===== config.mk =====
export PLATFORM = sky130hd
export DESIGN_NAME = frb_threshold_trigger_flat
export DESIGN_NICKNAME = d
export VERILOG_FILES = /design/src/rtl/frb_threshold_trigger_if.sv /design/src/rtl/frb_threshold_trigger.sv /design/src/flat_wrapper.sv
export SDC_FILE = /design/constraint.sdc
export NUM_CORES = 1
export LEC_CHECK = 0
export BUFFER_PORTS_ARGS = -buffer_cell sky130_fd_sc_hd__buf_4
export CAP_MARGIN = 20
export CORE_UTILIZATION = 55
export CTS_CLUSTER_SIZE = 10
export DETAILED_ROUTE_END_ITERATION = 6
export GPL_TIMING_DRIVEN = 0
export PLACE_DENSITY = 0.79
export REMOVE_ABC_BUFFERS = 1
export SLEW_MARGIN = 10
export SYNTH_ARGS = -nofsm -noshare
export SYNTH_HDL_FRONTEND = slang
export SYNTH_SLANG_ARGS = --single-unit

===== constraint.sdc =====
create_clock -name clk -period 4.83 [get_ports clk]
set_input_delay 0.966 -clock clk [delete_from_list [all_inputs] [get_ports clk]]
set_output_delay 0.966 -clock clk [all_outputs]
set_load 0.03 [all_outputs]

===== src/rtl/frb_threshold_trigger_if.sv =====
// Bundles the sample stream, runtime controls and event report of the FRB
// threshold trigger. The master drives samples and controls; the slave reports events.
interface frb_threshold_trigger_if #(
  parameter int DIN_WIDTH = 25,
  parameter int TS_WIDTH  = 32,
  parameter int LEN_WIDTH = 16
);
  logic signed [DIN_WIDTH-1:0] din;
  logic                        din_valid;
  logic signed [DIN_WIDTH-1:0] threshold;
  logic        [LEN_WIDTH-1:0] min_len;
  logic        [LEN_WIDTH-1:0] holdoff;
  logic                        arm;
  logic                        trig_valid;
  logic signed [DIN_WIDTH-1:0] peak;
  logic        [TS_WIDTH-1:0]  peak_ts;
  logic        [LEN_WIDTH-1:0] event_len;
  logic                        busy;

  modport master (
    output din, din_valid, threshold, min_len, holdoff, arm,
    input  trig_valid, peak, peak_ts, event_len, busy
  );

  modport slave (
    input  din, din_valid, threshold, min_len, holdoff, arm,
    output trig_valid, peak, peak_ts, event_len, busy
  );
endinterface


===== src/rtl/frb_threshold_trigger.sv =====
// Threshold detector for smoothed FRB power: tracks each above-threshold excursion,
// reports peak / peak timestamp / length, then holds off retriggering.
module frb_threshold_trigger #(
  parameter int DIN_WIDTH = 25,
  parameter int DIN_POINT = 24,
  parameter int TS_WIDTH  = 32,
  parameter int LEN_WIDTH = 16
) (
  input  logic                  clk,
  input  logic                  rst,
  frb_threshold_trigger_if.slave bus
);

  // The binary point only documents the din format; compares are raw two's complement.
  if (DIN_POINT >= DIN_WIDTH) begin : g_bad_point
    $error("DIN_POINT must be below DIN_WIDTH");
  end

  typedef enum logic [1:0] {
    ST_IDLE    = 2'd0,
    ST_ABOVE   = 2'd1,
    ST_HOLDOFF = 2'd2
  } state_e;

  localparam logic [LEN_WIDTH-1:0] LEN_MAX = {LEN_WIDTH{1'b1}};
  localparam logic [LEN_WIDTH-1:0] LEN_ONE = {{(LEN_WIDTH-1){1'b0}}, 1'b1};
  localparam logic [TS_WIDTH-1:0]  TS_ONE  = {{(TS_WIDTH-1){1'b0}}, 1'b1};

  state_e                      state_q, state_d;
  logic        [TS_WIDTH-1:0]  ts_q, ts_d;
  logic signed [DIN_WIDTH-1:0] run_peak_q, run_peak_d;
  logic        [TS_WIDTH-1:0]  run_ts_q, run_ts_d;
  logic        [LEN_WIDTH-1:0] run_len_q, run_len_d;
  logic        [LEN_WIDTH-1:0] hold_cnt_q, hold_cnt_d;
  logic                        trig_q, trig_d;
  logic signed [DIN_WIDTH-1:0] peak_q, peak_d;
  logic        [TS_WIDTH-1:0]  peak_ts_q, peak_ts_d;
  logic        [LEN_WIDTH-1:0] len_q, len_d;
  logic                        busy_q, busy_d;
  logic                        above_s;
  logic        [LEN_WIDTH:0]   hold_next_s;

  assign above_s     = bus.din > bus.threshold;
  assign hold_next_s = {1'b0, hold_cnt_q} + {1'b0, LEN_ONE};

  // State, running-event and report registers.
  always_ff @(posedge clk or negedge rst) begin
    if (!rst) begin
      state_q    <= ST_IDLE;
      ts_q       <= {TS_WIDTH{1'b0}};
      run_peak_q <= {DIN_WIDTH{1'b0}};
      run_ts_q   <= {TS_WIDTH{1'b0}};
      run_len_q  <= {LEN_WIDTH{1'b0}};
      hold_cnt_q <= {LEN_WIDTH{1'b0}};
      trig_q     <= 1'b0;
      peak_q     <= {DIN_WIDTH{1'b0}};
      peak_ts_q  <= {TS_WIDTH{1'b0}};
      len_q      <= {LEN_WIDTH{1'b0}};
      busy_q     <= 1'b0;
    end else begin
      state_q    <= state_d;
      ts_q       <= ts_d;
      run_peak_q <= run_peak_d;
      run_ts_q   <= run_ts_d;
      run_len_q  <= run_len_d;
      hold_cnt_q <= hold_cnt_d;
      trig_q     <= trig_d;
      peak_q     <= peak_d;
      peak_ts_q  <= peak_ts_d;
      len_q      <= len_d;
      busy_q     <= busy_d;
    end
  end

  // Next-state and report logic; only valid samples advance the excursion tracker.
  always_comb begin
    state_d    = state_q;
    run_peak_d = run_peak_q;
    run_ts_d   = run_ts_q;
    run_len_d  = run_len_q;
    hold_cnt_d = hold_cnt_q;
    trig_d     = 1'b0;
    peak_d     = peak_q;
    peak_ts_d  = peak_ts_q;
    len_d      = len_q;

    if (bus.din_valid) begin
      ts_d = ts_q + TS_ONE;
    end else begin
      ts_d = ts_q;
    end

    // Disarming wins over everything, including a terminating sample.
    if (!bus.arm) begin
      state_d = ST_IDLE;
    end else if (bus.din_valid) begin
      case (state_q)
        ST_IDLE: begin
          if (above_s) begin
            state_d    = ST_ABOVE;
            run_peak_d = bus.din;
            run_ts_d   = ts_q;
            run_len_d  = LEN_ONE;
          end else begin
            state_d = ST_IDLE;
          end
        end
        ST_ABOVE: begin
          if (above_s) begin
            if (run_len_q != LEN_MAX) begin
              run_len_d = run_len_q + LEN_ONE;
            end else begin
              run_len_d = run_len_q;
            end
            if (bus.din > run_peak_q) begin
              run_peak_d = bus.din;
              run_ts_d   = ts_q;
            end else begin
              run_peak_d = run_peak_q;
            end
          end else if (run_len_q >= bus.min_len) begin
            trig_d     = 1'b1;
            peak_d     = run_peak_q;
            peak_ts_d  = run_ts_q;
            len_d      = run_len_q;
            hold_cnt_d = {LEN_WIDTH{1'b0}};
            if (bus.holdoff == {LEN_WIDTH{1'b0}}) begin
              state_d = ST_IDLE;
            end else begin
              state_d = ST_HOLDOFF;
            end
          end else begin
            state_d = ST_IDLE;
          end
        end
        ST_HOLDOFF: begin
          // >= so a live reduction of holdoff cannot strand the counter.
          if (hold_next_s >= {1'b0, bus.holdoff}) begin
            state_d = ST_IDLE;
          end else begin
            hold_cnt_d = hold_next_s[LEN_WIDTH-1:0];
          end
        end
        default: begin
          state_d = ST_IDLE;
        end
      endcase
    end else begin
      state_d = state_q;
    end

    busy_d = (state_d != ST_IDLE);
  end

  assign bus.trig_valid = trig_q;
  assign bus.peak       = peak_q;
  assign bus.peak_ts    = peak_ts_q;
  assign bus.event_len  = len_q;
  assign bus.busy       = busy_q;

endmodule


===== src/flat_wrapper.sv =====
// flat-port wrapper written by rule: the top's interface ports become plain ports
module frb_threshold_trigger_flat 
#(
  parameter int DIN_WIDTH = 25,
  parameter int DIN_POINT = 24,
  parameter int TS_WIDTH  = 32,
  parameter int LEN_WIDTH = 16
)
  (clk, rst, bus_din, bus_din_valid, bus_threshold, bus_min_len, bus_holdoff, bus_arm, bus_trig_valid, bus_peak, bus_peak_ts, bus_event_len, bus_busy);
  frb_threshold_trigger_if #(.DIN_WIDTH(DIN_WIDTH), .TS_WIDTH(TS_WIDTH), .LEN_WIDTH(LEN_WIDTH)) bus_i ();
  input  logic clk;
  input  logic rst;
  input wire logic [$bits(bus_i.din)-1:0] bus_din;
  input wire logic [$bits(bus_i.din_valid)-1:0] bus_din_valid;
  input wire logic [$bits(bus_i.threshold)-1:0] bus_threshold;
  input wire logic [$bits(bus_i.min_len)-1:0] bus_min_len;
  input wire logic [$bits(bus_i.holdoff)-1:0] bus_holdoff;
  input wire logic [$bits(bus_i.arm)-1:0] bus_arm;
  output wire logic [$bits(bus_i.trig_valid)-1:0] bus_trig_valid;
  output wire logic [$bits(bus_i.peak)-1:0] bus_peak;
  output wire logic [$bits(bus_i.peak_ts)-1:0] bus_peak_ts;
  output wire logic [$bits(bus_i.event_len)-1:0] bus_event_len;
  output wire logic [$bits(bus_i.busy)-1:0] bus_busy;
  assign bus_i.din = bus_din;
  assign bus_i.din_valid = bus_din_valid;
  assign bus_i.threshold = bus_threshold;
  assign bus_i.min_len = bus_min_len;
  assign bus_i.holdoff = bus_holdoff;
  assign bus_i.arm = bus_arm;
  assign bus_trig_valid = bus_i.trig_valid;
  assign bus_peak = bus_i.peak;
  assign bus_peak_ts = bus_i.peak_ts;
  assign bus_event_len = bus_i.event_len;
  assign bus_busy = bus_i.busy;
  frb_threshold_trigger #(.DIN_WIDTH(DIN_WIDTH), .DIN_POINT(DIN_POINT), .TS_WIDTH(TS_WIDTH), .LEN_WIDTH(LEN_WIDTH)) u_core (.clk(clk), .rst(rst), .bus(bus_i));
endmodule

Word level (Yosys, flattened, before mapping)
Cells that the tools add are included.
- register bits: 198
- input port bits: 86
- output and inout bits: 75
- word-level logic and storage cells: 67
- add/subtract/negate cells: 3
- order comparisons: 4
- equality and inequality tests: 10
- mux-type cells: 29
- bitwise operators: 1
- reduce and logical (&&, ||, !) cells: 9
- operator list (operator ; number):
    16-bit 2-to-1 mux ; 6
    32-bit 2-to-1 mux ; 3
    25-bit 2-to-1 mux ; 3
    16-bit case mux with 2 select lines ; 2
    32-bit case mux with 2 select lines ; 1
    25-bit > comparator ; 2
    25-bit case mux with 2 select lines ; 1
    32-bit by 1-bit adder with 32-bit output, second input constant ; 1
    6-bit AND reduction ; 3
    16-bit by 1-bit adder with 17-bit output, second input constant ; 1
    17-bit by 16-bit >= comparator with 1-bit output ; 1
    16-bit by 1-bit adder with 16-bit output, second input constant ; 1
    16-bit >= comparator ; 1
    16-bit logical NOT ; 1
    16-bit inequality test, second input constant ; 1
    2-bit 2-to-1 mux ; 6
    2-bit by 1-bit inequality test with 1-bit output, second input constant ; 5
    1-bit 2-to-1 mux ; 6
    2-bit case mux with 3 select lines ; 1
    2-bit nonzero test ; 3
    5-bit AND reduction ; 1
    2-bit inequality test, second input constant ; 2
    2-bit by 1-bit == test with 1-bit output, second input constant ; 1
    2-bit == test, second input constant ; 1
    other kinds (2) ; 2

Depth between registers and ports, before layout
- depth in word-level cells: 8
- gate-level depth with buffers: 16
- depth with buffers taken out: 13

Worst setup path before layout
No wires, ideal clock.
- path type: register -> register
- from: reg u_core.hold_cnt_q[2]
- to: reg u_core.hold_cnt_q[12]
- library setup time: 0.079 ns
- arrival time: 3.337 ns
- data required time: 4.751 ns
- setup slack: 1.413 ns
- cell stages (with the launch flop): 16
- path buffers: 3
- period minus slack after synthesis: 3.417 ns
- cells stage by stage: dfrtp_1 -> nand2_1 -> or3_1 -> clkbuf_1 -> or2_2 -> clkbuf_1 -> nor2_1 -> xnor2_1 -> ha_1 -> nand3_1 -> nor3_1 -> a21oi_1 -> nand3_1 -> a221oi_2 -> buf_6 -> mux2i_1
- cells in the longest elaborated chain, start to end: 4
- elaborated cells on any way between the ends: 6
- classes of those cells: 1 x add/sub; 1 x order compare; 1 x eq/ne; 2 x mux; 1 x reduce/logical
- RTL lines (element ; RTL line ; source):
    from (decl) ; frb_threshold_trigger.sv:34 ; logic [LEN_WIDTH-1:0] hold_cnt_q, hold_cnt_d;
    from (signal assigned) ; frb_threshold_trigger.sv:54 ; hold_cnt_q <= {LEN_WIDTH{1'b0}};
    from (signal assigned) ; frb_threshold_trigger.sv:66 ; hold_cnt_q <= hold_cnt_d;
    16-bit by 1-bit adder with 17-bit output * ; frb_threshold_trigger.sv:44 ; assign hold_next_s = {1'b0, hold_cnt_q} + {1'b0, LEN_ONE};
    17-bit by 16-bit >= comparator with 1-bit output ; frb_threshold_trigger.sv:138 ; if (hold_next_s >= {1'b0, bus.holdoff}) begin
    2-bit inequality test (no line) ; n/a ;
    6-bit AND reduction (no line) ; n/a ;
Mark *: on every way between the ends. The rest lies on a longest branch, timed or not. The select of a mux whose other input is x is not followed.
A chain may end at the register's enable or synchronous reset.

Final worst setup path
- from: in bus_din[20]
- to: reg u_core.len_q[2], in the netlist u_core.bus.event_len[2]
- cells in the longest elaborated chain, start to end: 3
- RTL lines (element ; RTL line ; source):
    from (decl) ; flat_wrapper.sv:13 ; input wire logic [$bits(bus_i.din)-1:0] bus_din;
    25-bit > comparator ; frb_threshold_trigger.sv:43 ; assign above_s = bus.din > bus.threshold;
    1-bit inverter (no line) ; n/a ;
    5-bit AND reduction (no line) ; n/a ;
    to (signal assigned) ; frb_threshold_trigger.sv:58 ; len_q <= {LEN_WIDTH{1'b0}};
    to (signal assigned) ; frb_threshold_trigger.sv:70 ; len_q <= len_d;
    to (decl) ; frb_threshold_trigger.sv:38 ; logic [LEN_WIDTH-1:0] len_q, len_d;
No other way between the ends.

==> impl_metrics.yaml <==
clock_network:
  post_cts_buffers: 0
  ctsLongestPathBuffers: 2
  root_buffer: "clkbuf_16"
  post_cts_resized: 0
  clock-sinks: 198
  cts_buffers: 17
  tritoncts: "built"
  htree_levels: 4
  clk_pin_slew_ns: 0.08
  clk_latency_ns: 0.43
  cts_hold_buffers: 0
critical_path:
  crit_chain: "buf_4 > ha_1 > nand4_1 > nor4_1 > nand2_1 > o211a_1 > mux2i_1 > nor3_2 > buf_4 > buf_4 > buf_4 > mux2_2"
  crit_path_frequent_cell: "buf_4"
  rrSetupSlack_ns: 1.06
  slowest_stage: "nor3_2"
  critical_path_class: "primary input to flop"
  cp.required_ns: 5.14
  crit_arrival_ns: 4.37
  max_stage_delay_ns: 0.60
  cp-start-kind: "primary input"
  rr_worst_depth: 8
  reg2reg_to: "u_core.bus.event_len[2]"
  cp_top_family: "simple AND/OR/NAND/NOR gates"
  r2r_start: "u_core.state_q[0]"
  critPathBufInv: 4
  cp_max_fo: 11
  crit_path_end_kind: "flop"
timing:
  setup_viol: 0
  whs_ns: 0.457
  min_period_ns: 4.06
  finalCritPeriodShare_pct: 84.0
  max_freq_ghz: 0.246
  relSlewSlack_pct: 43.7
  setup_tns_ns: 0
  worst_pin_slew_ns: 0.845
  final-hold-violation-count: 0
  finClkSkew_ns: 0.0141
  timing.final.max_slew_violations: 0
  rsz0062_at_grt: "no"
  layout_setup_ws_ns: 0.771
final_layout:
  drive_above_1_share_pct: 31.2
  final_common_cell: "dfrtp_1"
  area_delta_synth_final_pct: 20.5
  n_antenna_cell: 0
  final_util_pct: 67.6
  nets: 1263
  instances_no_fill: 1339
  final_cell_mix: "198 x dfrtp_1, 165 x buf_4, 102 x mux2_2"
route:
  drt-initial-drc-count: 379
  wl_per_cell_um: 15.9
  vias: 7321
  drcViolationCount: 0
  wirelength_um: 21300
  ant_nets: 0
  viasPerCell: 5.47
  drtPass1Iterations: 4
flow_run:
  maxCapViolCount: 0
floorplanning:
  die_area_um2: 19600
  ios: 161
  die_x_um: 140
  die_h_um: 140
  core-area_um2: 18700
  start_util_pct: 56.1
  num_rows: 50
synth:
  yosys.cell_types.count: 55
  synth.avg_cell_area_um2: 11.3
  syn_area_um2: 10500
  synth_seq_cells: 198
  synth-edff-count: 0
  synth_warnings: 0
  synth_cells: 928
  synthFlopType: "dfrtp_1"
  ys_seq_area_share_pct: 47.2
  synthArstFlopShare_pct: 100
pwr:
  sw_frac_of_total_pct: 31.5
  seqPwrFrac_pct: 45.9
  ir_drop_mv: 0.254
  power.density_nw_per_um2: 369
  power_leakage_nw: 6.55
  intPower_mw: 3.20
  power_frac_comb_pct: 23.6
  p_switching_mw: 1.47
  pwr-share-clk_pct: 30.5
global_route:
  grt_pass1_wl_um: 35800
  gr-total-overflow: 0
  track_usage_pct: 23.0
  grt_max_degree: 70
  grt_antenna_before_repair: 0
  grt_pass1_vias: 7273
placement:
  dp.cells: 1306
  gp_congestion: 0.819
  port_buffers: 160
  dpl_worst_slack_ns: 0.318
  place_hpwl_um: 16000
min_path:
  hold_path_class: "primary input to async pin"
run_status:
  status: "completed"
synthesized netlist by cell type (3+ instances only):
master	n	area, um2
a211o_1	4	35.0
a211oi_1	6	45.0
a21boi_0	3	22.5
a21o_1	5	37.5
a21oi_1	27	135
a221o_1	3	30.0
a2bb2oi_1	4	35.0
and3_1	13	81.3
buf_2	12	60.1
buf_6	4	45.0
clkbuf_1	11	41.3
dfrtp_1	198	4950
ha_1	85	1060
inv_1	97	364
mux2_2	102	1150
mux2_4	30	450
mux2i_1	15	150
nand2_1	77	289
nand2b_1	3	18.8
nand3_1	28	140
nand3b_1	9	67.6
nand4_1	24	150
nor2_1	31	116
nor2b_1	7	43.8
nor3_1	10	50.1
nor4_1	9	56.3
nor4b_1	5	43.8
o21ai_0	23	115
o221ai_1	5	43.8
or2_2	4	25.0
xnor2_1	35	307
xor2_1	10	87.6
cells by family after synthesis:
family          count (synthesis)  synth area share, %
compound gates                100                 6.43
xor+xnor                       45                 3.75
buf+inv                       125                 4.94
flops                         198                 47.2
fa+ha+maj                      85                 10.1
simple gates                  228                 10.9
mux                           147                 16.7
area by class of cell:
type	count	area [um2]
Clock buffer	19	433
Clock inverter	13	163
Fill cell	1374	6060
Inverter	97	364
Multi-Input combinational cell	605	5050
Sequential cell	198	4950
Tap cell	234	293
Timing Repair Buffer	173	1390
power groups by stage:
stage | sequential, mW | combinational [mW] | clock (mW)
floorplan | 2.17 | 0.704 | 0
global placement | 2.15 | 1.05 | 0
detailed placement | 2.17 | 1.10 | 0
CTS | 2.14 | 1.11 | 1.45
global route | 2.18 | 1.24 | 1.53
finish | 2.14 | 1.10 | 1.42
stage by stage:
stage	total power [mW]	cell area, um2
after CTS	4.70	12600
after global placement	3.21	11800
after global routing	4.95	12600
after detailed placement	3.27	12000
final	4.66	12600
after floorplan	2.88	10300
how the worst max path moves through the flow:
stage | startpoint | endpoint | cells after the start | slack [ns]
2_1_floorplan | bus_threshold[20] | u_core.bus.event_len[0] | 9 | -3.24
3_3_place_gp | bus_din[20] | u_core.bus.peak_ts[24] | 9 | -6.70
5_1_grt | bus_threshold[20] | u_core.bus.event_len[2] | 13 | 0.52
6_report | bus_din[20] | u_core.bus.event_len[2] | 12 | 0.77
4_1_cts | bus_din[16] | u_core.bus.event_len[2] | 12 | 0.76
3_5_place_dp | bus_din[16] | u_core.bus.event_len[1] | 12 | 0.32
per-layer routing:
layer  up-vias  GRT usage [%]  part of all wire, %
met5         -              0                    0
met1      3574           30.8                   46
met3        24           4.68                  3.9
met4         0           7.06                  1.5
met2       142           37.6                   48
li1       3581              -                    -
worst reg2reg max path, cell delays in order, from the launching register on:
cell       delay, ns
dfrtp_1         0.89
nor2b_1         0.72
nand2_1         0.11
a2bb2oi_1       0.22
nor3_2          0.57
buf_4           0.33
buf_4           0.24
buf_4           0.23
mux2_2          0.36
sequential cells by signal (all words and copies together) (netlist names):
name,flops
u_core.bus.event_len,16
u_core.hold_cnt_q,16
u_core.bus.busy,1
u_core.bus.peak_ts,32
u_core.run_len_q,16
u_core.run_ts_q,32
u_core.state_q,2
u_core.bus.peak,25
u_core.bus.trig_valid,1
u_core.run_peak_q,25
u_core.ts_q,32
Power figures use the tool's default switching activity.
